File: src/rtl/tx_dac_serializer.sv
// tx_dac_serializer: 2-entry FIFO feeding an LSB-first 8-lane serializer with divided memory clock and frame marker.
// Optional PRBS7 lane source when TX_DAC_PRBS_EN is defined.
module tx_dac_serializer #(
    parameter int WORD_W = 128,
    parameter int LANES = 8,
    parameter logic [LANES-1:0] IDLE_PAT = '0
) (
    input  logic              tx_dac_2400MHz_clk,
    input  logic              TX_DAC_RST_ACTLOW,
    input  logic              tx_en,
    input  logic [WORD_W-1:0] in_data,
    input  logic              in_valid,
    output logic              in_ready,
    input  logic              prbs_mode,
    output logic [LANES-1:0]  TX_DAC_DIG_OUT,
    output logic              tx_dac_frame_out,
    output logic              tx_dac_mem_clk_out,
    output logic              tx_dac_busy,
    output logic [15:0]       tx_dac_underflow_cnt
);
    localparam int BEATS = WORD_W / LANES;
    localparam int BW = $clog2(BEATS + 1);
    localparam int DW = $clog2(BEATS / 2);

`ifdef TX_DAC_PRBS_EN
    typedef enum logic [1:0] {IDLE, SHIFT, PRBS} state_t;
`else
    typedef enum logic {IDLE, SHIFT} state_t;
`endif

    state_t state, state_d;
    logic [WORD_W-1:0] fifo_mem [2];
    logic wr_ptr, rd_ptr, push, pop, underflow;
    logic [1:0] count;
    logic [WORD_W-1:0] shift_reg, shift_d;
    logic [BW-1:0] beat, beat_d;
    logic [LANES-1:0] dig_d;
    logic frame_d;
    logic [DW-1:0] div_cnt;

    assign in_ready = TX_DAC_RST_ACTLOW && count != 2'd2;
    assign push = in_valid && in_ready;
    assign tx_dac_busy = state == SHIFT;

    always_ff @(posedge tx_dac_2400MHz_clk)
        if (push)
            fifo_mem[wr_ptr] <= in_data;

    always_ff @(posedge tx_dac_2400MHz_clk) begin
        if (!TX_DAC_RST_ACTLOW) begin
            count <= '0;
            wr_ptr <= 1'b0;
            rd_ptr <= 1'b0;
        end else begin
            wr_ptr <= wr_ptr ^ push;
            rd_ptr <= rd_ptr ^ pop;
            count <= count + 2'(push) - 2'(pop);
        end
    end

`ifdef TX_DAC_PRBS_EN
    logic [6:0] prbs, prbs_d, prbs_next;
    logic [LANES-1:0] prbs_bits;
    // x^7+x^6+1 stepped LANES times; the first generated bit lands on lane 0
    always_comb begin
        prbs_next = prbs;
        prbs_bits = '0;
        for (int i = 0; i < LANES; i++) begin
            prbs_bits[i] = prbs_next[6] ^ prbs_next[5];
            prbs_next = {prbs_next[5:0], prbs_bits[i]};
        end
    end
    always_ff @(posedge tx_dac_2400MHz_clk)
        prbs <= !TX_DAC_RST_ACTLOW ? 7'h7F : prbs_d;
`else
    logic prbs_unused;
    assign prbs_unused = prbs_mode;
`endif

    always_comb begin
        state_d = state;
        shift_d = shift_reg;
        beat_d = beat;
        dig_d = IDLE_PAT;
        frame_d = 1'b0;
        pop = 1'b0;
        underflow = 1'b0;
`ifdef TX_DAC_PRBS_EN
        prbs_d = prbs;
`endif
        if (state == SHIFT && beat != BW'(BEATS)) begin
            dig_d = shift_reg[LANES-1:0];
            shift_d = shift_reg >> LANES;
            beat_d = beat + BW'(1);
        end
`ifdef TX_DAC_PRBS_EN
        else if (tx_en && prbs_mode) begin
            state_d = PRBS;
            dig_d = prbs_bits;
            prbs_d = prbs_next;
        end
`endif
        else if (tx_en && count != 2'd0) begin
            state_d = SHIFT;
            pop = 1'b1;
            dig_d = fifo_mem[rd_ptr][LANES-1:0];
            shift_d = fifo_mem[rd_ptr] >> LANES;
            frame_d = 1'b1;
            beat_d = BW'(1);
        end else begin
            state_d = IDLE;
            beat_d = '0;
            underflow = tx_en && state == SHIFT;
        end
    end

    always_ff @(posedge tx_dac_2400MHz_clk) begin
        if (!TX_DAC_RST_ACTLOW) begin
            state <= IDLE;
            shift_reg <= '0;
            beat <= '0;
            TX_DAC_DIG_OUT <= IDLE_PAT;
            tx_dac_frame_out <= 1'b0;
            tx_dac_underflow_cnt <= '0;
        end else begin
            state <= state_d;
            shift_reg <= shift_d;
            beat <= beat_d;
            TX_DAC_DIG_OUT <= dig_d;
            tx_dac_frame_out <= frame_d;
            if (underflow && tx_dac_underflow_cnt != 16'hFFFF)
                tx_dac_underflow_cnt <= tx_dac_underflow_cnt + 16'd1;
        end
    end

    // free-running divider: one memory-clock period per word time
    always_ff @(posedge tx_dac_2400MHz_clk) begin
        if (!TX_DAC_RST_ACTLOW) begin
            div_cnt <= '0;
            tx_dac_mem_clk_out <= 1'b0;
        end else if (div_cnt == DW'(BEATS / 2 - 1)) begin
            div_cnt <= '0;
            tx_dac_mem_clk_out <= ~tx_dac_mem_clk_out;
        end else begin
            div_cnt <= div_cnt + DW'(1);
        end
    end
endmodule

File: config.mk
export PLATFORM = sky130hd
export DESIGN_NAME = tx_dac_serializer
export DESIGN_NICKNAME = d
export VERILOG_FILES = /design/src/rtl/tx_dac_serializer.sv
export SDC_FILE = /design/constraint.sdc
export NUM_CORES = 1
export LEC_CHECK = 0
export ABC_AREA = 1
export CORE_MARGIN = 4
export CORE_UTILIZATION = 45
export DETAILED_ROUTE_END_ITERATION = 8
export HOLD_SLACK_MARGIN = 0.15
export PLACE_DENSITY = 0.65
export SYNTH_ARGS = -nofsm -noshare
export SYNTH_HDL_FRONTEND = slang
export SYNTH_SLANG_ARGS = --single-unit
File: constraint.sdc
create_clock -name tx_dac_2400MHz_clk -period 6.3 [get_ports tx_dac_2400MHz_clk]
set_input_delay 1.26 -clock tx_dac_2400MHz_clk [delete_from_list [all_inputs] [get_ports tx_dac_2400MHz_clk]]
set_output_delay 1.26 -clock tx_dac_2400MHz_clk [all_outputs]
set_load 0.005 [all_outputs]
Word level (Yosys, flattened, before mapping). Memory sizes are Yosys's and may differ from the RTL's. A register that Yosys moved wholly into a read port is not among the register bits. Cells that the tools add are included.

Bits in writable memories: 256. Memories kept: 1. Word-level logic and storage cells: 47. Output and inout bits: 28. Register bits after elaboration: 159. Input bits: 133.

Memories: fifo_mem (depth 2, bits a word 128, rd ports 1, clocked after Yosys merged registers in 1, wr ports 1, line 32) `logic [WORD_W-1:0] fifo_mem [2];`.

Multiplexer cells: 13. Reduce and logical (&&, ||, !) cells: 9. Bitwise gates (word level): 4. $add $sub $neg: 5. Equality and inequality tests: 4.

Operator list (count): 120-bit 2-to-1 mux (2); 16-bit by 1-bit adder with 16-bit output, second input constant (1); 8-bit 2-to-1 mux (2); 16-bit inequality test, second input constant (1); 1-bit 2-to-1 mux (8); 1-bit logical AND (6); 5-bit by 1-bit adder with 5-bit output, second input constant (1); 5-bit 2-to-1 mux (1); 5-bit inequality test, second input constant (1); 2-bit nonzero test (2); 3-bit by 1-bit adder with 3-bit output, second input constant (1); 3-bit equality test, second input constant (1); 2-bit by 1-bit adder with 2-bit output (1); 2-bit inequality test, second input constant (1); 1-bit inverter (2); 2-bit OR reduction (1); 2-bit by 1-bit subtractor with 2-bit output (1); 1-bit bitwise XOR (2).

Longest topological paths before layout.
Depth after elaboration: 6. Depth in mapped cells: 16. Mapped depth without buffers: 14.

Least setup slack after synthesis. OpenSTA, ideal clock, no wires.

Path kind: in2reg. Start: in TX_DAC_RST_ACTLOW. End: mem fifo_mem[1][0], enable pin. Required time: 5.797 ns. Stages on the path: 5. Arrival: 4.882 ns. Library setup time: 0.503 ns. Slack: 0.915 ns. Buffers on the path: 1. Path through: inv_1 buf_2 a21oi_1 and2_1 ha_1.

Word-level cells in the longest chain between the ends: 4.

RTL lines: start, declared (line 9) `input logic TX_DAC_RST_ACTLOW,`; 1-bit logical AND (line 41) `assign in_ready = TX_DAC_RST_ACTLOW && count != 2'd2;`; net in_ready (line 13) `output logic in_ready,`; 1-bit logical AND (line 42) `assign push = in_valid && in_ready;`; 1-bit 2-to-1 mux (line 46) `if (push)`; 1-bit 2-to-1 mux (implied by the code) (line 47) `fifo_mem[wr_ptr] <= in_data;`; end, declared (line 32).

The timed path passes the listed nets, and every way through them passes these cells.

Worst setup path in the final report.
Start: in TX_DAC_RST_ACTLOW. End: out in_ready.

Word-level cells in the longest chain between the ends: 1.

RTL lines (line): 1-bit logical AND (41); end, declared (13).

No other way between the ends.

==> out/metrics.cfg <==
[status]
status = finished clean

[yosys]
yosysWarnings = 0
syn_nets = 1771
ys_seq_area_share_pct = 67.2
synth_xor_xnor_area_share_pct = 0.649
netlist_area_sq_um = 16200
yosys-mux-area-fraction_pct = 0.989
synth-compound-area-share_pct = 1.77
synth-simple-area-share_pct = 24.7
synth_area_leaders = edfxtp_1, dfxtp_1, nand2_1
syn_inst = 1629
ys_seq_elements = 416
avgSynthCellArea_sq_um = 9.94
synth_adder_area_share_pct = 0.695
synth_top_family_by_area = simple AND/OR/NAND/NOR gates
synth_top_area_share_pct = 47.5
synth_cell_types = 35
yosys.area.top_type = edfxtp_1

[global_routing]
grt_pass1_vias = 11171
grt_util_all_layers_pct = 18.8
grt_max_degree = 92
overflow = 0
grt_pass1_wl_um = 58800
grt_antenna_before_repair = 1

[final_layout]
final_common_cell = nand2_1
area_delta_synth_final_pct = 20.5
final_net_count = 1914
largest_reg_flops = 256
drive_gt1_share_pct = 5.86
fillers = 3167
final_cell_mix = nand2_1, edfxtp_1, dfxtp_1, clkdlybuf4s50_1, nand3_1

[clocking]
cts_buffer_depth = 3
cts_max_level = 2
path_clk_slew_ns = 0.06
cts_resized = 0
post-cts-setup-buffers = 0
insertion_delay_ns = 0.53
clock-sinks = 416
cts_root_buffer = clkbuf_16
ctsHoldBuffers = 0
cts_buffers = 45
cts_tree = done

[critical_path]
rrSetupSlack_ns = 3.47
rr_endpoint = shift_reg[84]$_SDFFE_PN0P_
crit_chain = buf_4, inv_1, a21oi_1, clkdlybuf4s50_1
cp.required_ns = 5.04
crit_start = TX_DAC_RST_ACTLOW
crit_path_end = in_ready
reg2reg_depth = 10
max_stage_delay_ns = 0.49
path_max_fanout = 11
cp.depth = 4
arrival_ns = 2.39
endpoint_kind = primary output
crit_path_top_delay_cell = clkdlybuf4s50_1
crit_buf_inv = 3
crit_family = buffers and inverters
cp-start-kind = input pin
rr_startpoint = beat[0]$_SDFF_PN0_
path_class = input pin to primary output

[sta]
setup_viol = 0
setup_ws_ns = 2.65
hold_violations = 0
slew_violations = 0
fmax_mhz = 274
timing.final.crit_share_pct = 58.0
final.setup.tns_ns = 0
period_needed_ns = 3.65
relSlewSlack_pct = 24.2
rsz0062_at_grt = false
skew_ns = 0.0149
worst_pin_slew_ns = 1.14

[pwr]
power.density_nw_per_um2 = 376
max-vdd-ir-drop_mv = 0.244
p_leak_nw = 7.93

[min_path]
hp-start = div_cnt[0]$_SDFF_PP0_
hold_path_class = register to register

[drt]
drt_iter0_markers = 661
ant_nets = 0
dr.pass1.iters = 5
drc = 0
vias = 11269
drt-total-wl_um = 37700
wl_per_cell_um = 16.6
vias_per_cell = 4.96

[floorplan]
design.core.area_sq_um = 35600
die_h_um = 198
start_util_pct = 45.5
design.die.area_sq_um = 39100
ios = 161
dieWidth_um = 198
rows = 69

[place]
portBuffers = 159
dp_hpwl_um = 22800
place_ws_ns = 2.32
place_congestion = 0.785

[job]
cap_violations = 0

## area by class of cell
type	instances	area [sq um]	share of cell area [%]
sequential	416	10900	55.8
multi-input combinational	1074	4690	24.0
timing repair buffer	172	1690	8.64
clock buffer	64	1290	6.61
tap	461	577	2.96
inverter	63	241	1.24
clock inverter	20	135	0.692
antenna	1	2.50	0.0128
## metal layers
metal  up-vias  GRT usage [%]  wire length (um)
met5         -              0                 0
met3        60           2.60              1930
met1      5305           25.4             16700
li1       5598              -                 -
met2       306           31.9             18100
met4         0           5.69               942
## cells by family (layout without fill, tap and decap cells)
| group | after synthesis | after routing |
|---|---|---|
| other | 0 | 1 |
| AO/OA/AOI/OAI | 53 | 53 |
| AND/OR/NAND/NOR | 984 | 984 |
| flip-flops | 416 | 416 |
| multiplexers | 16 | 16 |
| XOR/XNOR | 12 | 12 |
| buffers and inverters | 139 | 319 |
| adder cells (fa/ha/maj) | 9 | 9 |
## Yosys cell counts (all sizes together)
cell and instances:
nand4 5, nand3 136, xor2 9, o211ai 5, dfxtp 160, edfxtp 256
a21oi 12, ha 9, inv 63, nand2 767, o21ai 33, xnor2 3
nand3b 3, o21a 1, mux2i 16, nor2 71, clkbuf 35, o22ai 2
and2 1, or2 1, buf 41
## worst min-delay path by stage
| stage | cells after the start | to | slack [ns] |
|---|---|---|---|
| 6_report | 1 | div_cnt[0]$_SDFF_PP0_ | 0.42 |
| 2_1_floorplan | 1 | div_cnt[0]$_SDFF_PP0_ | 0.40 |
| 3_5_place_dp | 1 | div_cnt[0]$_SDFF_PP0_ | 0.42 |
| 3_3_place_gp | 1 | div_cnt[0]$_SDFF_PP0_ | 0.41 |
| 4_1_cts | 1 | div_cnt[0]$_SDFF_PP0_ | 0.42 |
| 5_1_grt | 1 | div_cnt[0]$_SDFF_PP0_ | 0.44 |
## where the power goes
group / internal [mW] / switching, mW
logic: 0.426 / 0.955
registers: 3.27 / 0.197
clock network: 1.47 / 1.03
total: 5.16 / 2.18
## metrics by stage
| step | util, % | std cells | hold slack, ns | cell area (sq um) | power [mW] |
|---|---|---|---|---|---|
| 6_report | 54.9 | 2271 | 0.420 | 19500 | 7.35 |
| 5_1_grt | 54.9 | 2271 | 0.439 | 19500 | 7.73 |
| 4_1_cts | 54.9 | 2270 | 0.425 | 19500 | 7.42 |
| 3_5_place_dp | 50.9 | 2186 | 0.417 | 18100 | 4.92 |
| 3_3_place_gp | 50.9 | 2186 | 0.406 | 18100 | 4.88 |
| 2_1_floorplan | - | 1629 | 0.397 | 16200 | 4.46 |
Power figures use the tool's default switching activity.
